--- config.mk ---
export PLATFORM = sky130hd
export DESIGN_NAME = uart_apb_sequencer
export DESIGN_NICKNAME = d
export VERILOG_FILES = /design/src/rtl/uart_seq_pkg.sv /design/src/rtl/uart_seq_rr_arb.sv /design/src/rtl/uart_apb_sequencer.sv
export SDC_FILE = /design/constraint.sdc
export NUM_CORES = 1
export LEC_CHECK = 0
export CAP_MARGIN = 20
export CORE_MARGIN = 4
export CORE_UTILIZATION = 30
export DETAILED_ROUTE_END_ITERATION = 8
export PLACE_DENSITY = 0.55
export SYNTH_ARGS = -nofsm -noshare
export SYNTH_HDL_FRONTEND = slang
export SYNTH_SLANG_ARGS = --single-unit
--- constraint.sdc ---
create_clock -name PCLK -period 3.9 [get_ports PCLK]
set_input_delay 0.78 -clock PCLK [delete_from_list [all_inputs] [get_ports PCLK]]
set_output_delay 0.78 -clock PCLK [all_outputs]
set_load 0.02 [all_outputs]
--- src/rtl/uart_seq_pkg.sv ---
// ---------------------------------------------------------------------------
// uart_seq_pkg
// Shared types and constants for the UART APB sequencer.
//   seq_state_e    : sequencer FSM states
//   ADDR_*         : UART register offsets on the 5-bit APB address bus
//   is_bus_state() : true for states that own one APB transfer
// Optional feature macro used by the sequencer: UART_SEQ_RX_STATUS_EN
// ---------------------------------------------------------------------------
package uart_seq_pkg;

    typedef enum logic [2:0] {
        StCfg1,
        StCfg2,
        StIdle,
        StStat,
        StRxRd,
        StTxWr,
        StGuard
    } seq_state_e;

    localparam logic [4:0] ADDR_TXDATA = 5'h00;
    localparam logic [4:0] ADDR_RXDATA = 5'h04;
    localparam logic [4:0] ADDR_CTRL1  = 5'h08;
    localparam logic [4:0] ADDR_CTRL2  = 5'h0C;
    localparam logic [4:0] ADDR_STATUS = 5'h10;

    function automatic logic is_bus_state(input seq_state_e st);
        return !((st == StIdle) || (st == StGuard));
    endfunction

endpackage

--- src/rtl/uart_seq_rr_arb.sv ---
// ---------------------------------------------------------------------------
// uart_seq_rr_arb
// Two-way round-robin arbiter for the transmit requesters.
//   PCLK      in   clock
//   aresetn   in   asynchronous active-low reset
//   en        in   arbitration allowed this cycle
//   valid     in   [1:0] request valids
//   gnt       out  [1:0] one-hot grant (zero when en=0 or no valid)
//   last_gnt  out  requester granted most recently (resets to 1)
// ---------------------------------------------------------------------------
module uart_seq_rr_arb (
    input  logic       PCLK,
    input  logic       aresetn,
    input  logic       en,
    input  logic [1:0] valid,
    output logic [1:0] gnt,
    output logic       last_gnt
);

    logic last_q;

    always_comb begin
        gnt = 2'b00;
        if (en) begin
            case (valid)
                2'b01:   gnt = 2'b01;
                2'b10:   gnt = 2'b10;
                // Tie goes to whoever was not served last.
                2'b11:   gnt = last_q ? 2'b01 : 2'b10;
                default: gnt = 2'b00;
            endcase
        end
    end

    always_ff @(posedge PCLK or negedge aresetn) begin
        if (!aresetn) begin
            last_q <= 1'b1;
        end else if (|gnt) begin
            last_q <= gnt[1];
        end
    end

    assign last_gnt = last_q;

endmodule

--- src/rtl/uart_apb_sequencer.sv ---
// ---------------------------------------------------------------------------
// uart_apb_sequencer
// APB3 master owning the UART register port. Programs CTRL1/CTRL2 after
// reset, then loops: receive service first, otherwise round-robin transmit
// between two byte producers. Each bus state issues exactly one transfer;
// bus outputs are registered so the first SETUP follows reset release.
// Optional feature: define UART_SEQ_RX_STATUS_EN to read STATUS before every
// RXDATA read and report {framing, overflow, parity} on rx_err.
// Ports:
//   PCLK, PRESETN                       clock, async active-low reset
//   PADDR, PSEL, PENABLE, PWRITE,
//   PWDATA, PRDATA, PREADY              APB3 master port to the UART
//   TXRDY, RXRDY                        UART status pins
//   req0_*/req1_*                       transmit byte producers (valid/ready)
//   rx_valid, rx_data, rx_err, rx_ready received byte to the consumer
//   cfg_done                            configuration finished (sticky)
// ---------------------------------------------------------------------------
module uart_apb_sequencer
    import uart_seq_pkg::*;
#(
    parameter logic [12:0] BAUD_VALUE = 13'd26,
    parameter bit          BIT8       = 1'b1,
    parameter bit          PARITY_EN  = 1'b0,
    parameter bit          ODD_N_EVEN = 1'b0
) (
    input  logic       PCLK,
    input  logic       PRESETN,
    output logic [4:0] PADDR,
    output logic       PSEL,
    output logic       PENABLE,
    output logic       PWRITE,
    output logic [7:0] PWDATA,
    input  logic [7:0] PRDATA,
    input  logic       PREADY,
    input  logic       TXRDY,
    input  logic       RXRDY,
    input  logic       req0_valid,
    input  logic [7:0] req0_data,
    output logic       req0_ready,
    input  logic       req1_valid,
    input  logic [7:0] req1_data,
    output logic       req1_ready,
    output logic       rx_valid,
    output logic [7:0] rx_data,
    output logic [2:0] rx_err,
    input  logic       rx_ready,
    output logic       cfg_done
);

`ifdef UART_SEQ_RX_STATUS_EN
    localparam seq_state_e RX_FIRST = StStat;
`else
    localparam seq_state_e RX_FIRST = StRxRd;
`endif

    seq_state_e state_q, state_d;
    logic       guard_q, guard_d;
    logic       psel_q, psel_d, penable_q, penable_d, pwrite_q, pwrite_d;
    logic [4:0] paddr_q, paddr_d;
    logic [7:0] pwdata_q, pwdata_d;
    logic       rx_valid_q;
    logic [7:0] rx_data_q;
    logic       cfg_done_q;
    logic       xfer_done, rx_start, arb_en;
    logic [1:0] gnt;
    logic       unused_last_gnt;

    assign xfer_done = psel_q && penable_q && PREADY;
    assign rx_start  = (state_q == StIdle) && RXRDY && !rx_valid_q;
    assign arb_en    = (state_q == StIdle) && TXRDY && !rx_start;

    uart_seq_rr_arb u_arb (
        .PCLK     (PCLK),
        .aresetn  (PRESETN),
        .en       (arb_en),
        .valid    ({req1_valid, req0_valid}),
        .gnt      (gnt),
        .last_gnt (unused_last_gnt)
    );

    // Next-state logic.
    always_comb begin
        state_d = state_q;
        guard_d = guard_q;
        unique case (state_q)
            StCfg1: if (xfer_done) state_d = StCfg2;
            StCfg2: if (xfer_done) state_d = StIdle;
            StIdle: begin
                if (rx_start) begin
                    state_d = RX_FIRST;
                end else if (|gnt) begin
                    state_d = StTxWr;
                end
            end
            StStat: if (xfer_done) state_d = StRxRd;
            StRxRd, StTxWr: begin
                if (xfer_done) begin
                    state_d = StGuard;
                    guard_d = 1'b0;
                end
            end
            StGuard: begin
                if (guard_q) state_d = StIdle;
                else         guard_d = 1'b1;
            end
            default: state_d = StCfg1;
        endcase
    end

    // Bus outputs: a new SETUP is launched on entry to a bus state (or on the
    // first cycle out of reset), so back-to-back transfers have no gap.
    always_comb begin
        psel_d    = psel_q;
        penable_d = penable_q;
        paddr_d   = paddr_q;
        pwrite_d  = pwrite_q;
        pwdata_d  = pwdata_q;
        if (is_bus_state(state_d) && ((state_d != state_q) || !psel_q)) begin
            psel_d    = 1'b1;
            penable_d = 1'b0;
            unique case (state_d)
                StCfg1: begin
                    paddr_d  = ADDR_CTRL1;
                    pwrite_d = 1'b1;
                    pwdata_d = BAUD_VALUE[7:0];
                end
                StCfg2: begin
                    paddr_d  = ADDR_CTRL2;
                    pwrite_d = 1'b1;
                    pwdata_d = {BAUD_VALUE[12:8], ODD_N_EVEN, PARITY_EN, BIT8};
                end
                StStat: begin
                    paddr_d  = ADDR_STATUS;
                    pwrite_d = 1'b0;
                    pwdata_d = 8'h00;
                end
                StRxRd: begin
                    paddr_d  = ADDR_RXDATA;
                    pwrite_d = 1'b0;
                    pwdata_d = 8'h00;
                end
                StTxWr: begin
                    paddr_d  = ADDR_TXDATA;
                    pwrite_d = 1'b1;
                    pwdata_d = gnt[1] ? req1_data : req0_data;
                end
                default: begin
                    psel_d = 1'b0;
                end
            endcase
        end else if (psel_q && !penable_q) begin
            penable_d = 1'b1;
        end else if (xfer_done) begin
            psel_d    = 1'b0;
            penable_d = 1'b0;
        end
    end

    always_ff @(posedge PCLK or negedge PRESETN) begin
        if (!PRESETN) begin
            state_q   <= StCfg1;
            guard_q   <= 1'b0;
            psel_q    <= 1'b0;
            penable_q <= 1'b0;
            paddr_q   <= 5'h00;
            pwrite_q  <= 1'b0;
            pwdata_q  <= 8'h00;
        end else begin
            state_q   <= state_d;
            guard_q   <= guard_d;
            psel_q    <= psel_d;
            penable_q <= penable_d;
            paddr_q   <= paddr_d;
            pwrite_q  <= pwrite_d;
            pwdata_q  <= pwdata_d;
        end
    end

    always_ff @(posedge PCLK or negedge PRESETN) begin
        if (!PRESETN) begin
            rx_valid_q <= 1'b0;
            rx_data_q  <= 8'h00;
            cfg_done_q <= 1'b0;
        end else begin
            if ((state_q == StRxRd) && xfer_done) begin
                rx_valid_q <= 1'b1;
                rx_data_q  <= PRDATA;
            end else if (rx_ready) begin
                rx_valid_q <= 1'b0;
            end
            if ((state_q == StCfg2) && xfer_done) begin
                cfg_done_q <= 1'b1;
            end
        end
    end

`ifdef UART_SEQ_RX_STATUS_EN
    logic [2:0] err_hold_q;
    logic [2:0] rx_err_q;

    always_ff @(posedge PCLK or negedge PRESETN) begin
        if (!PRESETN) begin
            err_hold_q <= 3'b000;
            rx_err_q   <= 3'b000;
        end else begin
            if ((state_q == StStat) && xfer_done) begin
                err_hold_q <= PRDATA[4:2];
            end
            if ((state_q == StRxRd) && xfer_done) begin
                rx_err_q <= err_hold_q;
            end
        end
    end

    assign rx_err = rx_err_q;
`else
    assign rx_err = 3'b000;
`endif

    assign PADDR      = paddr_q;
    assign PSEL       = psel_q;
    assign PENABLE    = penable_q;
    assign PWRITE     = pwrite_q;
    assign PWDATA     = pwdata_q;
    assign req0_ready = gnt[0];
    assign req1_ready = gnt[1];
    assign rx_valid   = rx_valid_q;
    assign rx_data    = rx_data_q;
    assign cfg_done   = cfg_done_q;

endmodule
==> metrics.md <==
| Metric | Value |
|---|---|
| Post-synthesis cell type count | 48 |
| Detailed Route Iter0 Violations | 71 |
| CTS Buf Count | 5 |
| Final Critical Period | 3323 ps |
| Worst Tran Pin Value | 700.4 ps |
| Root Buffer | clkbuf_8 |
| Arr. time, crit path | 2540 ps |
| WS Path Type | in2out |
| Reg clk slew, reported paths | 70 ps |
| Sequential share of power | 29.5% |
| Yosys Warn Count | 0 |
| Post-CTS Resized | 0 |
| Worst hold stages | 1 |
| Gpl congestion | 0.8259 |
| Worst reg2reg startpoint | state_q[1] |
| Share of the synthesized area in the top cell type | 42.07% |
| DRC viols | 0 |
| NumNets Final | 246 |
| Number of enable flip-flop cells after synthesis | 0 |
| Crit-path max cell delay | 700 ps |
| Crit path buf inv count | 2 |
| P_leak | 0.0009863 uW |
| Avg Cell Area, Syn | 10.61 um2 |
| CTS sink cnt | 29 |
| Die width | 82.51 um |
| Final core utilization | 45.53% |
| HP Start | cfg_done |
| Async SR Flop Fraction | 100.0% |
| Setup TNS | 0 ps |
| Cell Int Power | 1183 uW |
| Largest delay share family, worst path | buffers and inverters |
| Max FO, Critical Path | 3 |
| Most instantiated cells after synthesis | 28 x dfrtp_1, 13 x mux2_2, 9 x nand2_1 |
| Most common cell on crit path | clkdlybuf4s50_1 |
| Peak VDD IR | 0.0003444 V |
| #FFs+latches synth | 29 |
| FP Rows | 26 |
| Most frequent cell after synthesis | dfrtp_1 |
| Max Freq | 301.0 MHz |
| Initial antenna violation count | 0 |
| Die H | 82.51 um |
| H-tree Lvls | 2 |
| Startpoint Class | input pin |
| Ordered list of cells on the worst path | clkdlybuf4s50_1 > nand3b_1 > nor4_1 > clkdlybuf4s50_1 |
| Crit path required time | 3120 ps |
| CTS tree | yes |
| Via density | 4.937 |
| Reg2Reg Depth | 5 |
| IO Pins | 63 |
| Die area | 6807 um2 |
| Reg2Reg Capture Point | PADDR[2] |
| Via count | 1407 |
| Post-Synthesis Cell Area | 1665 um2 |
| R2r setup slk | 1490 ps |
| Post-CTS Setup Inserts | 0 |
| Final hold violation count | 0 |
| Vias in the first global route | 1410 |
| Area growth syn-to-layout | 43.20% |
| Seq/Total Area, Yosys | 43.65% |
| Initial Util | 31.80% |
| Cell taking the most area after synthesis | dfrtp_1 |
| Switching portion of total power | 40.83% |
| Final Cycle Share | 85.19% |
| Comb pwr share | 54.3% |
| Quantity of hold-fixing buffers added after cts | 0 |
| RSZ-0062 raised after global routing | false |
| Final ANT Viol Nets | 0 |
| Worst-Skew Late Latency | 280 ps |
| Hpwl dp | 3352 um |
| Pwr Density | 838.6 nW/um2 |
| Drt first pass iters | 4 |
| Hold path endpoint | cfg_done |
| Crit. End Element | primary output |
| N_diodes | 0 |
| Post-synth top flop | dfrtp_1 |
| Normalized max-slew margin | 53.31% |
| Port Buffers | 57 |
| Wire per inst | 15.41 um |
| Top cells by area, synth | dfrtp_1 42%, mux2_2 8.8%, mux2i_1 3.0% |
| CP max stage cell | clkdlybuf4s50_1 |
| Final Skew | 6.550 ps |
| Total of max-cap violations | 0 |
| Largest net degree at the start of global routing | 30 |
| Congestion Overflow GR | 0 |
| Clk buf depth | 2 |
| Routed WL | 4392 um |
| Hold crit path type | reg2reg |
| Status | completed |
| Final setup fails | 0 |
| Slew Limit Fails | 0 |
| GRT Total Usage | 13.58% |
| Share of layout cells above drive strength 1 | 16.74% |
| First-pass GRT wire length | 6913 um |
| Post-synthesis cell count | 157 |
| P_sw | 816.6 uW |
| CORE AREA | 5238 um2 |
| Clock power frac | 16.2% |
| Number of fill cells | 473 |
worst register-to-register path, stage by stage (launching register included):
cell and delay, ps:
dfrtp_1 540, a31oi_1 470, a32o_1 300, or2_1 330, o21a_4 300, mux2_2 360
power by group through the flow:
stage	combinational (uW)	sequential [uW]	clock [uW]
2_1_floorplan	637	672	0
3_3_place_gp	1080	588	0
3_5_place_dp	1090	593	0
4_1_cts	1100	590	331
5_1_grt	1180	616	350
6_report	1090	590	324
cell families (layout without fill, tap and decap cells):
kind of cell,Yosys count,count (layout),synth area share [%]
buffers and inverters,20,74,7.288
AO/OA/AOI/OAI,48,48,22.92
AND/OR/NAND/NOR,40,40,13.60
multiplexers,18,18,11.80
XOR/XNOR,1,1,0.5260
other,1,5,0.2252
flip-flops,29,29,43.65
cell usage in the layout, fill, tap and decap left out, drive strengths merged, types with 5 or more instances in the layout:
master	Yosys	routed
a21oi	6	6
clkbuf	2	7
clkdlybuf4s50	0	57
conb	1	5
dfrtp	28	28
inv	6	6
mux2	13	13
mux2i	5	5
nand2	9	9
nor2	6	6
nor2b	5	5
o21ai	6	6
cell type report:
class                   count  area [um2]  share of cell area [%]
repair buffers             60       593.1                   24.87
clock inverters             1       30.03                   1.259
well taps                  70       87.58                   3.673
clock buffers               7       86.33                   3.620
multi-input cells         112       838.3                   35.15
flip-flops and latches     29       726.9                   30.48
inverters                   6       22.52                  0.9444
state kept, by name, summed over array words and instances, names as in the netlist, 3 cells and up:
signal,flops
state_q,3
PADDR,3
rx_data,8
PWDATA,8
worst max-delay path by stage:
stage                     start    endpoint  slack (ps)  cells past startpoint
after CTS                 TXRDY  req0_ready         600                      4
after floorplan           RXRDY  req0_ready        1420                      2
after global placement    TXRDY  req0_ready         750                      4
after global routing      TXRDY  req0_ready         510                      4
after detailed placement  TXRDY  req0_ready         600                      4
final                     TXRDY  req0_ready         580                      4
through the flow:
stage / setup WS, ps / std cells / hold slack, ps / power [uW] / cell area, um2
CTS: 597.7 / 285 / 474.2 / 2019 / 2385
detailed placement: 595.8 / 277 / 448.2 / 1681 / 2268
finish: 577.4 / 285 / 463.2 / 2000 / 2385
floorplan: 1417 / 161 / 460.6 / 1309 / 1680
global placement: 746.9 / 277 / 450.5 / 1665 / 2268
global route: 510.7 / 285 / 507.8 / 2143 / 2385
metal layers:
layer  vias to the layer above  part of all wire, %  wire length [um]  track usage, %
met5                         -                    0                 0               0
met4                         0                 0.87                38           3.105
met3                         5                  9.3               409           6.074
met2                        52                   47              2073           20.99
met1                       663                   43              1871           17.43
li1                        687                    -                 -               -
Power figures use the tool's default switching activity.
